**config.mk**
```make
export PLATFORM = sky130hd
export DESIGN_NAME = wb_lsu_master_flat
export DESIGN_NICKNAME = d
export VERILOG_FILES = /design/src/rtl/wb_lsu_master_pkg.sv /design/src/rtl/wishbone_if.sv /design/src/rtl/wb_lsu_master.sv /design/src/flat_wrapper.sv
export SDC_FILE = /design/constraint.sdc
export NUM_CORES = 1
export LEC_CHECK = 0
export CAP_MARGIN = 0
export CORE_AREA = 8 8 142 104
export CTS_CLUSTER_DIAMETER = 60
export DETAILED_ROUTE_END_ITERATION = 12
export DIE_AREA = 0 0 150 112
export GPL_ROUTABILITY_DRIVEN = 0
export PLACE_DENSITY = 0.73
export SKIP_LAST_GASP = 1
export SYNTH_ARGS = -nofsm -noshare
export SYNTH_HDL_FRONTEND = slang
export SYNTH_SLANG_ARGS = --single-unit
```
**constraint.sdc**
```tcl
create_clock -name clk -period 3.2 [get_ports clk]
set_input_delay 0.48 -clock clk [delete_from_list [all_inputs] [get_ports clk]]
set_output_delay 0.48 -clock clk [all_outputs]
set_load 0.005 [all_outputs]
```
**src/rtl/wb_lsu_master_pkg.sv**
```systemverilog
// Shared types and helpers for the Wishbone load/store initiator.
// Holds the width codes, FSM states, read-data extension and alignment check.
package wb_lsu_master_pkg;

  typedef enum logic [1:0] {
    WB_BYTE = 2'b00,
    WB_HALF = 2'b01,
    WB_WORD = 2'b10
  } wb_width_t;

  typedef enum logic [1:0] {
    IDLE = 2'b00,
    BUS  = 2'b01,
    RESP = 2'b10
  } lsu_state_t;

  // Read data arrives right-aligned from the responder; only the extension is done here.
  function automatic logic [31:0] wb_extend(input logic [31:0] data,
                                            input logic [1:0]  width,
                                            input logic        sgn);
    logic [31:0] r;
    case (width)
      2'b00:   r = {{24{sgn & data[7]}},  data[7:0]};
      2'b01:   r = {{16{sgn & data[15]}}, data[15:0]};
      default: r = data;
    endcase
    return r;
  endfunction

  function automatic logic wb_misaligned(input logic [1:0] addr_lo,
                                         input logic [1:0] width);
    logic r;
    case (width)
      2'b00:   r = 1'b0;
      2'b01:   r = addr_lo[0];
      default: r = (addr_lo != 2'b00);
    endcase
    return r;
  endfunction

endpackage

```
**src/rtl/wishbone_if.sv**
```systemverilog
// Single-cycle Wishbone link between one initiator and one responder.
// Data is right-aligned; width tells the responder how many bytes are live.
interface WISHBONE_IF #(
  parameter int ADDR_W = 32
);
  logic              cyc;
  logic              stb;
  logic              we;
  logic [ADDR_W-1:0] addr;
  logic [1:0]        width;
  logic [31:0]       data_write;
  logic [31:0]       data_read;
  logic              ack;

  modport master (
    output cyc, stb, we, addr, width, data_write,
    input  data_read, ack
  );

  modport slave (
    input  cyc, stb, we, addr, width, data_write,
    output data_read, ack
  );
endinterface

```
**src/rtl/wb_lsu_master.sv**
```systemverilog
// Turns single core load/store requests into Wishbone cycles with alignment
// checking, read extension and a no-ack timeout. All outputs come from flops.
//
// state | meaning
// IDLE  | ready for a request; misaligned requests go straight to RESP
// BUS   | cyc/stb asserted, waiting for ack or timeout
// RESP  | response presented until the core takes it
module wb_lsu_master
  import wb_lsu_master_pkg::*;
#(
  parameter int TIMEOUT = 16,
  parameter int ADDR_W  = 32
) (
  input  logic              clk,
  input  logic              rst,
  input  logic              req_valid,
  output logic              req_ready,
  input  logic              req_we,
  input  logic [ADDR_W-1:0] req_addr,
  input  logic [1:0]        req_width,
  input  logic              req_signed,
  input  logic [31:0]       req_wdata,
  output logic              rsp_valid,
  input  logic              rsp_ready,
  output logic [31:0]       rsp_rdata,
  output logic              rsp_err,
  WISHBONE_IF.master        mem_wb
);

  localparam int CNT_W = $clog2(TIMEOUT + 1);
  localparam logic [CNT_W-1:0] CNT_LAST = CNT_W'(TIMEOUT - 1);

  lsu_state_t        state_q, state_d;
  logic              cyc_q, cyc_d;
  logic              we_q, we_d;
  logic [ADDR_W-1:0] addr_q, addr_d;
  logic [1:0]        width_q, width_d;
  logic [31:0]       wdata_q, wdata_d;
  logic              sgn_q, sgn_d;
  logic              rsp_valid_q, rsp_valid_d;
  logic [31:0]       rdata_q, rdata_d;
  logic              err_q, err_d;
  logic [CNT_W-1:0]  cnt_q, cnt_d;

  always_ff @(posedge clk or posedge rst) begin
    if (rst) begin
      state_q     <= IDLE;
      cyc_q       <= 1'b0;
      we_q        <= 1'b0;
      addr_q      <= '0;
      width_q     <= 2'b00;
      wdata_q     <= '0;
      sgn_q       <= 1'b0;
      rsp_valid_q <= 1'b0;
      rdata_q     <= '0;
      err_q       <= 1'b0;
      cnt_q       <= '0;
    end else begin
      state_q     <= state_d;
      cyc_q       <= cyc_d;
      we_q        <= we_d;
      addr_q      <= addr_d;
      width_q     <= width_d;
      wdata_q     <= wdata_d;
      sgn_q       <= sgn_d;
      rsp_valid_q <= rsp_valid_d;
      rdata_q     <= rdata_d;
      err_q       <= err_d;
      cnt_q       <= cnt_d;
    end
  end

  always_comb begin
    state_d     = state_q;
    cyc_d       = cyc_q;
    we_d        = we_q;
    addr_d      = addr_q;
    width_d     = width_q;
    wdata_d     = wdata_q;
    sgn_d       = sgn_q;
    rsp_valid_d = rsp_valid_q;
    rdata_d     = rdata_q;
    err_d       = err_q;
    cnt_d       = cnt_q;
    case (state_q)
      IDLE: begin
        if (req_valid) begin
          we_d    = req_we;
          addr_d  = req_addr;
          // Width code 11 is an alias for word; normalise so the bus only sees 00/01/10.
          width_d = (req_width == 2'b11) ? WB_WORD : req_width;
          wdata_d = req_wdata;
          sgn_d   = req_signed;
          if (wb_misaligned(req_addr[1:0], req_width)) begin
            state_d     = RESP;
            rsp_valid_d = 1'b1;
            err_d       = 1'b1;
            rdata_d     = '0;
          end else begin
            state_d = BUS;
            cyc_d   = 1'b1;
            cnt_d   = '0;
          end
        end
      end
      BUS: begin
        // Ack is checked first so a late ack on the timeout cycle still completes normally.
        if (mem_wb.ack) begin
          state_d     = RESP;
          cyc_d       = 1'b0;
          rsp_valid_d = 1'b1;
          err_d       = 1'b0;
          rdata_d     = we_q ? 32'h0 : wb_extend(mem_wb.data_read, width_q, sgn_q);
        end else if (cnt_q == CNT_LAST) begin
          state_d     = RESP;
          cyc_d       = 1'b0;
          rsp_valid_d = 1'b1;
          err_d       = 1'b1;
          rdata_d     = '0;
        end else begin
          cnt_d = cnt_q + CNT_W'(1);
        end
      end
      RESP: begin
        if (rsp_ready) begin
          state_d     = IDLE;
          rsp_valid_d = 1'b0;
        end
      end
      default: begin
        state_d     = IDLE;
        cyc_d       = 1'b0;
        rsp_valid_d = 1'b0;
      end
    endcase
  end

  assign req_ready = (state_q == IDLE);
  assign rsp_valid = rsp_valid_q;
  assign rsp_rdata = rdata_q;
  assign rsp_err   = err_q;

  assign mem_wb.cyc        = cyc_q;
  assign mem_wb.stb        = cyc_q;
  assign mem_wb.we         = we_q;
  assign mem_wb.addr       = addr_q;
  assign mem_wb.width      = width_q;
  assign mem_wb.data_write = wdata_q;

endmodule

```
**src/flat_wrapper.sv**
```systemverilog
// flat-port wrapper written by rule: the top's interface ports become plain ports
module wb_lsu_master_flat import wb_lsu_master_pkg::*;
#(
  parameter int TIMEOUT = 16,
  parameter int ADDR_W  = 32
)
  (clk, rst, req_valid, req_ready, req_we, req_addr, req_width, req_signed, req_wdata, rsp_valid, rsp_ready, rsp_rdata, rsp_err, mem_wb_cyc, mem_wb_stb, mem_wb_we, mem_wb_addr, mem_wb_width, mem_wb_data_write, mem_wb_data_read, mem_wb_ack);
  WISHBONE_IF #(.ADDR_W(ADDR_W)) mem_wb_i ();
  input  logic clk;
  input  logic rst;
  input  logic req_valid;
  output logic req_ready;
  input  logic req_we;
  input  logic [ADDR_W-1:0] req_addr;
  input  logic [1:0] req_width;
  input  logic req_signed;
  input  logic [31:0] req_wdata;
  output logic rsp_valid;
  input  logic rsp_ready;
  output logic [31:0] rsp_rdata;
  output logic rsp_err;
  output wire logic [$bits(mem_wb_i.cyc)-1:0] mem_wb_cyc;
  output wire logic [$bits(mem_wb_i.stb)-1:0] mem_wb_stb;
  output wire logic [$bits(mem_wb_i.we)-1:0] mem_wb_we;
  output wire logic [$bits(mem_wb_i.addr)-1:0] mem_wb_addr;
  output wire logic [$bits(mem_wb_i.width)-1:0] mem_wb_width;
  output wire logic [$bits(mem_wb_i.data_write)-1:0] mem_wb_data_write;
  input wire logic [$bits(mem_wb_i.data_read)-1:0] mem_wb_data_read;
  input wire logic [$bits(mem_wb_i.ack)-1:0] mem_wb_ack;
  assign mem_wb_cyc = mem_wb_i.cyc;
  assign mem_wb_stb = mem_wb_i.stb;
  assign mem_wb_we = mem_wb_i.we;
  assign mem_wb_addr = mem_wb_i.addr;
  assign mem_wb_width = mem_wb_i.width;
  assign mem_wb_data_write = mem_wb_i.data_write;
  assign mem_wb_i.data_read = mem_wb_data_read;
  assign mem_wb_i.ack = mem_wb_ack;
  wb_lsu_master #(.TIMEOUT(TIMEOUT), .ADDR_W(ADDR_W)) u_core (.clk(clk), .rst(rst), .req_valid(req_valid), .req_ready(req_ready), .req_we(req_we), .req_addr(req_addr), .req_width(req_width), .req_signed(req_signed), .req_wdata(req_wdata), .rsp_valid(rsp_valid), .rsp_ready(rsp_ready), .rsp_rdata(rsp_rdata), .rsp_err(rsp_err), .mem_wb(mem_wb_i));
endmodule
```
# Word-level counts from Yosys, hierarchy flattened
# Cells that the tools add are included.
# word_totals
regBits	110
mem_bits_ro	0
mem_bits_rw	0
latch_bits	0
inputBits	105
elab_cells	74
out_inout_bits	104
n_memories	0
# op_classes
magnitude_cmp	0
addsub	1
eq_ne	13
muxes	35
shifts	0
n_bitwise	3
reduce_logical	11
div	0
n_mul	0
# op_table
cell	count
$mux 32	5
$pmux 32 s2	2
$mux 5	4
$mux 1	12
$mux 2	6
$reduce_and 4->1	3
$ne 2x2->1 const B	5
$pmux 5 s2	1
$eq 2x1->1 const B	3
$logic_not 2->1	3
$pmux 1 s3	2
$pmux 2 s3	1
$add 5x1->5 const B	1
$eq 5x4->1 const B	1
$reduce_and 5->1	1
$eq 2x2->1 const B	2
$pmux 1 s2	2
$reduce_bool 2->1	2
$ne 3x2->1 const B	1
$reduce_and 3->1	1
$and 1x1->1	2
$ne 2x1->1 const B	1
$reduce_and 2->1	1
$not 1->1	1

# Logic depth before layout (Yosys ltp)
# logic_depth
depth_word	7
ltp_mapped	8
depth_no_buf	6

# Worst setup path before layout
# No wires, ideal clock.
# synth_timing
kind	register to register
start	register u_core.cnt_q[0]
end	register u_core.cnt_q[1]
setup_slack_ns	1.323
n_path_buf	1
t_arrival_ns	1.797
synth_period_minus_slack_ns	1.877
stages_incl_launch_ff	8
setup_time_ns	0.079
required_ns	3.121
cell_sequence	dfrtp_1 > ha_1 > and3_1 > ha_1 > nor4b_2 > o32a_1 > buf_6 > mux2i_1
# synth_via
elab_chain_cells	4
word_cells_on_any_way	7
cone_classes	add/sub: 1; eq/ne: 2; mux: 3; reduce/logical: 1
# synth_rtl
item	line_no	rtl
from (decl)	wb_lsu_master.sv:43	logic [CNT_W-1:0] cnt_q, cnt_d;
from (signal assigned)	wb_lsu_master.sv:69	cnt_q <= cnt_d;
$add 5x1->5	wb_lsu_master.sv:121	cnt_d = cnt_q + CNT_W'(1);
$mux 5	wb_lsu_master.sv:114	end else if (cnt_q == CNT_LAST) begin
$mux 5	wb_lsu_master.sv:108	if (mem_wb.ack) begin
$pmux 5 s2	wb_lsu_master.sv:85	case (state_q)
# Parallel ways exist; a longest one is shown, timed or not. The select of a mux whose other input is x is not followed.
# A chain may end at the register's enable or synchronous reset.

# Worst setup path after layout
# layout_timing
start	register u_core.cnt_q[0]
end	register u_core.rdata_q[9] (netlist: u_core.rsp_rdata[9])
# layout_via
elab_chain_cells	3
# layout_rtl
item	line_no	rtl
$eq 5x4->1	wb_lsu_master.sv:114	
$ne 3x2->1 (no line)	n/a	
$reduce_and 4->1 (no line)	n/a	
to (signal assigned)	wb_lsu_master.sv:67	rdata_q <= rdata_d;
to (decl)	wb_lsu_master.sv:41	logic [31:0] rdata_q, rdata_d;
# Every way passes these cells.

==> results.sh <==
export IMPL_rows=35
export IMPL_synth_edf_count=0
export IMPL_first_iter_violations=112
export IMPL_syn2layout_area_growth_pct=55.76
export IMPL_port_buffers=208
export IMPL_worstPathRequired_ns=3.48
export IMPL_die_h_um=112
export IMPL_fin_nets=643
export IMPL_yosysMostFrequentCell="dfrtp_1"
export IMPL_vias=3377
export IMPL_yosysTopAreaCell="dfrtp_1"
export IMPL_endpoint_kind="flip-flop"
export IMPL_yosys_area_share_simple_pct=6.364
export IMPL_synth_top_family_by_area="multiplexers"
export IMPL_post_cts_buffers=0
export IMPL_ys_flop_type="dfrtp_1"
export IMPL_grt_max_degree=54
export IMPL_grt_use_total_pct=15.11
export IMPL_ys_types=41
export IMPL_htree_num_levels=3
export IMPL_synth_fa_ha_area_share_pct=0.5510
export IMPL_syn_area_per_cell_um2=13.76
export IMPL_core_region_area_um2=12700
export IMPL_layout_worst_path_cycle_share_pct=75.90
export IMPL_routedWlPerCell_um=17.90
export IMPL_yosysTopAreaCellShare_pct=60.61
export IMPL_cts_tree="done"
export IMPL_grt_pass1_vias=3732
export IMPL_root_buffer="clkbuf_16"
export IMPL_insertion_delay_ns=0.34
export IMPL_grt_antenna_before_repair=0
export IMPL_reg2regPathDepth=6
export IMPL_drive_above_1_share_pct=17.74
export IMPL_synth_area_leaders="dfrtp_1 61%, mux2_2 15%, o32ai_1 3.1%, mux2_1 2.2%, nor2b_1 2.2%"
export IMPL_hold_path_class="flip-flop to flip-flop"
export IMPL_ir_drop_v=0.0005050
export IMPL_multi_input_area_um2=1558
export IMPL_place_hpwl_um=9718
export IMPL_clk_pin_slew_ns=0.08
export IMPL_cp_start_kind="flip-flop"
export IMPL_hold_viol=0
export IMPL_start_util_pct=35.76
export IMPL_fin_crit_ns=2.429
export IMPL_seq_area_frac_synth_pct=60.61
export IMPL_grt_setup_unrepaired="false"
export IMPL_yosys_register_bits=110
export IMPL_worstPathMaxFanout=18
export IMPL_fin_tns_setup_ns=0
export IMPL_async_reset_ff_share_pct=100.0
export IMPL_routed_wl_um=12650
export IMPL_drc=0
export IMPL_synth_compound_area_share_pct=10.08
export IMPL_synth_net_count=437
export IMPL_p_leak_nw=2.927
export IMPL_cts_hold_fix_buffers=0
export IMPL_powerDensity_nw_per_um2=934.7
export IMPL_die_area_um2=16800
export IMPL_io_pins=209
export IMPL_critical_path_class="flip-flop to flip-flop"
export IMPL_routed_via_density=4.777
export IMPL_relSlewSlack_pct=45.46
export IMPL_cts_buffer_depth=2
export IMPL_antenna_cells=0
export IMPL_synth_xor_area_share_pct=0
export IMPL_grt_pass1_wl_um=20270
export IMPL_slew_violations=0
export IMPL_grt_overflow_total=0
export IMPL_regArea_um2=2753
export IMPL_pre_cts_slack_ns=0.7948
export IMPL_finalWorstSetupSlack_ns=0.7713
export IMPL_status="finished clean"
export IMPL_die_width_um=150
export IMPL_skew_ns=0.007359
export IMPL_clock_sinks=110
export IMPL_hold_path_depth=1
export IMPL_maxCapViolCount=0
export IMPL_cts_buffers=9
export IMPL_synthesis_area_um2=4542
export IMPL_max_freq_mhz=411.7
export IMPL_antenna_left=0
export IMPL_final_setup_viol_count=0
export IMPL_critical_path_arrival_ns=2.71
export IMPL_cts_repair_resized=0
export IMPL_ys_top_cells_by_count="110 x dfrtp_1, 59 x mux2_2, 23 x inv_1"
export IMPL_yosysWarningCount=0
export IMPL_synthCells=330
export IMPL_muxShareOfSynthArea_pct=17.30
export IMPL_first_pass_iters=4
export IMPL_fill_cells=1058
export IMPL_worstMarginPinSlew_ns=0.8164
==> stage by stage <==
step	hold slack [ns]	power, W	cell area [um2]	utilization (%)	cells
after global routing	0.5010	0.007050	7074	55.70	707
after global placement	0.4689	0.005430	6763	53.25	691
after CTS	0.4946	0.006735	7074	55.70	707
final	0.4909	0.006612	7074	55.70	707
after detailed placement	0.4781	0.005531	6763	53.25	691
after floorplan	0.4446	0.003765	4546	-	330
==> worst max-delay path, cell delays in order (launching register included) <==
cell and delay, ns:
dfrtp_1 0.43, ha_1 0.23, and3_1 0.18, ha_1 0.22, nor3b_1 0.39, a311o_1 0.64
a22o_2 0.27
==> worst paths after layout <==
path | from | to | slack (ns)
setup / recovery | u_core.cnt_q[0] | u_core.rsp_rdata[9] | 0.77
hold / removal | u_core.mem_wb.data_write[4] | u_core.mem_wb.data_write[4] | 0.49
setup reg to reg | u_core.cnt_q[0] | u_core.rsp_rdata[9] | 0.77
hold reg to reg | u_core.mem_wb.data_write[4] | u_core.mem_wb.data_write[4] | 0.49
max in group asynchronous | rst | u_core.rsp_rdata[20] | 1.84
min in group asynchronous | rst | u_core.mem_wb.addr[26] | 0.63
==> logic make-up (layout without fill, tap and decap cells) <==
logic type | after synthesis | after routing
DFF | 110 | 110
muxes | 70 | 70
AOI/OAI and AO/OA | 58 | 58
and+or+nand+nor | 46 | 46
buffers and inverters | 44 | 255
adders and majority gates | 2 | 2
==> where the power goes <==
group / leakage, nW / switching (W) / internal [W]
clock: 0.151 / 0.000518 / 0.000640
combinational: 1.42 / 0.00104 / 0.00192
sequential: 1.36 / 0.000431 / 0.00206
total: 2.93 / 0.00198 / 0.00463
==> registers in the layout, summed over array words and instances (netlist names) <==
register and count:
u_core.sgn_q 1, u_core.mem_wb.cyc 1, u_core.mem_wb.width 2, u_core.mem_wb.we 1
u_core.rsp_valid 1, u_core.cnt_q 5, u_core.rsp_err 1, u_core.mem_wb.addr 32
u_core.mem_wb.data_write 32, u_core.rsp_rdata 32, u_core.state_q 2
==> layer usage <==
metal	vias to the layer above	GRT usage [%]	wire length, um
met4	0	3.254	121
met2	134	23.95	5977
met5	-	0	0
li1	1590	-	-
met1	1642	18.05	5164
met3	11	7.618	1391
==> cell type report <==
| cell class | count | area share, % |
|---|---|---|
| repair buffers | 216 | 30.46 |
| clock buffers | 10 | 3.378 |
| clock inverters | 6 | 1.026 |
| flip-flops and latches | 110 | 38.91 |
| inverters | 23 | 1.273 |
| well taps | 166 | 2.936 |
| multi-input cells | 176 | 22.02 |
==> layout by cell type (no fill, tap or decap), types with 2 or more instances in the layout <==
cell             instances
dfrtp_1                110
a22o_1                   9
clkdlybuf4s50_1        208
inv_1                   22
o32ai_1                 16
a21oi_1                  4
nand2b_1                 2
mux2_1                   9
mux2_2                  59
clkbuf_16                9
inv_6                    4
o21ai_0                 12
ha_1                     2
clkinvlp_4               2
nor2_1                   3
nor2b_1                 16
nand3_1                  2
mux2i_1                  2
a41oi_1                  2
a22o_2                   7
nand2_1                 13
buf_4                    7
a31oi_1                  2
Power figures use the tool's default switching activity.
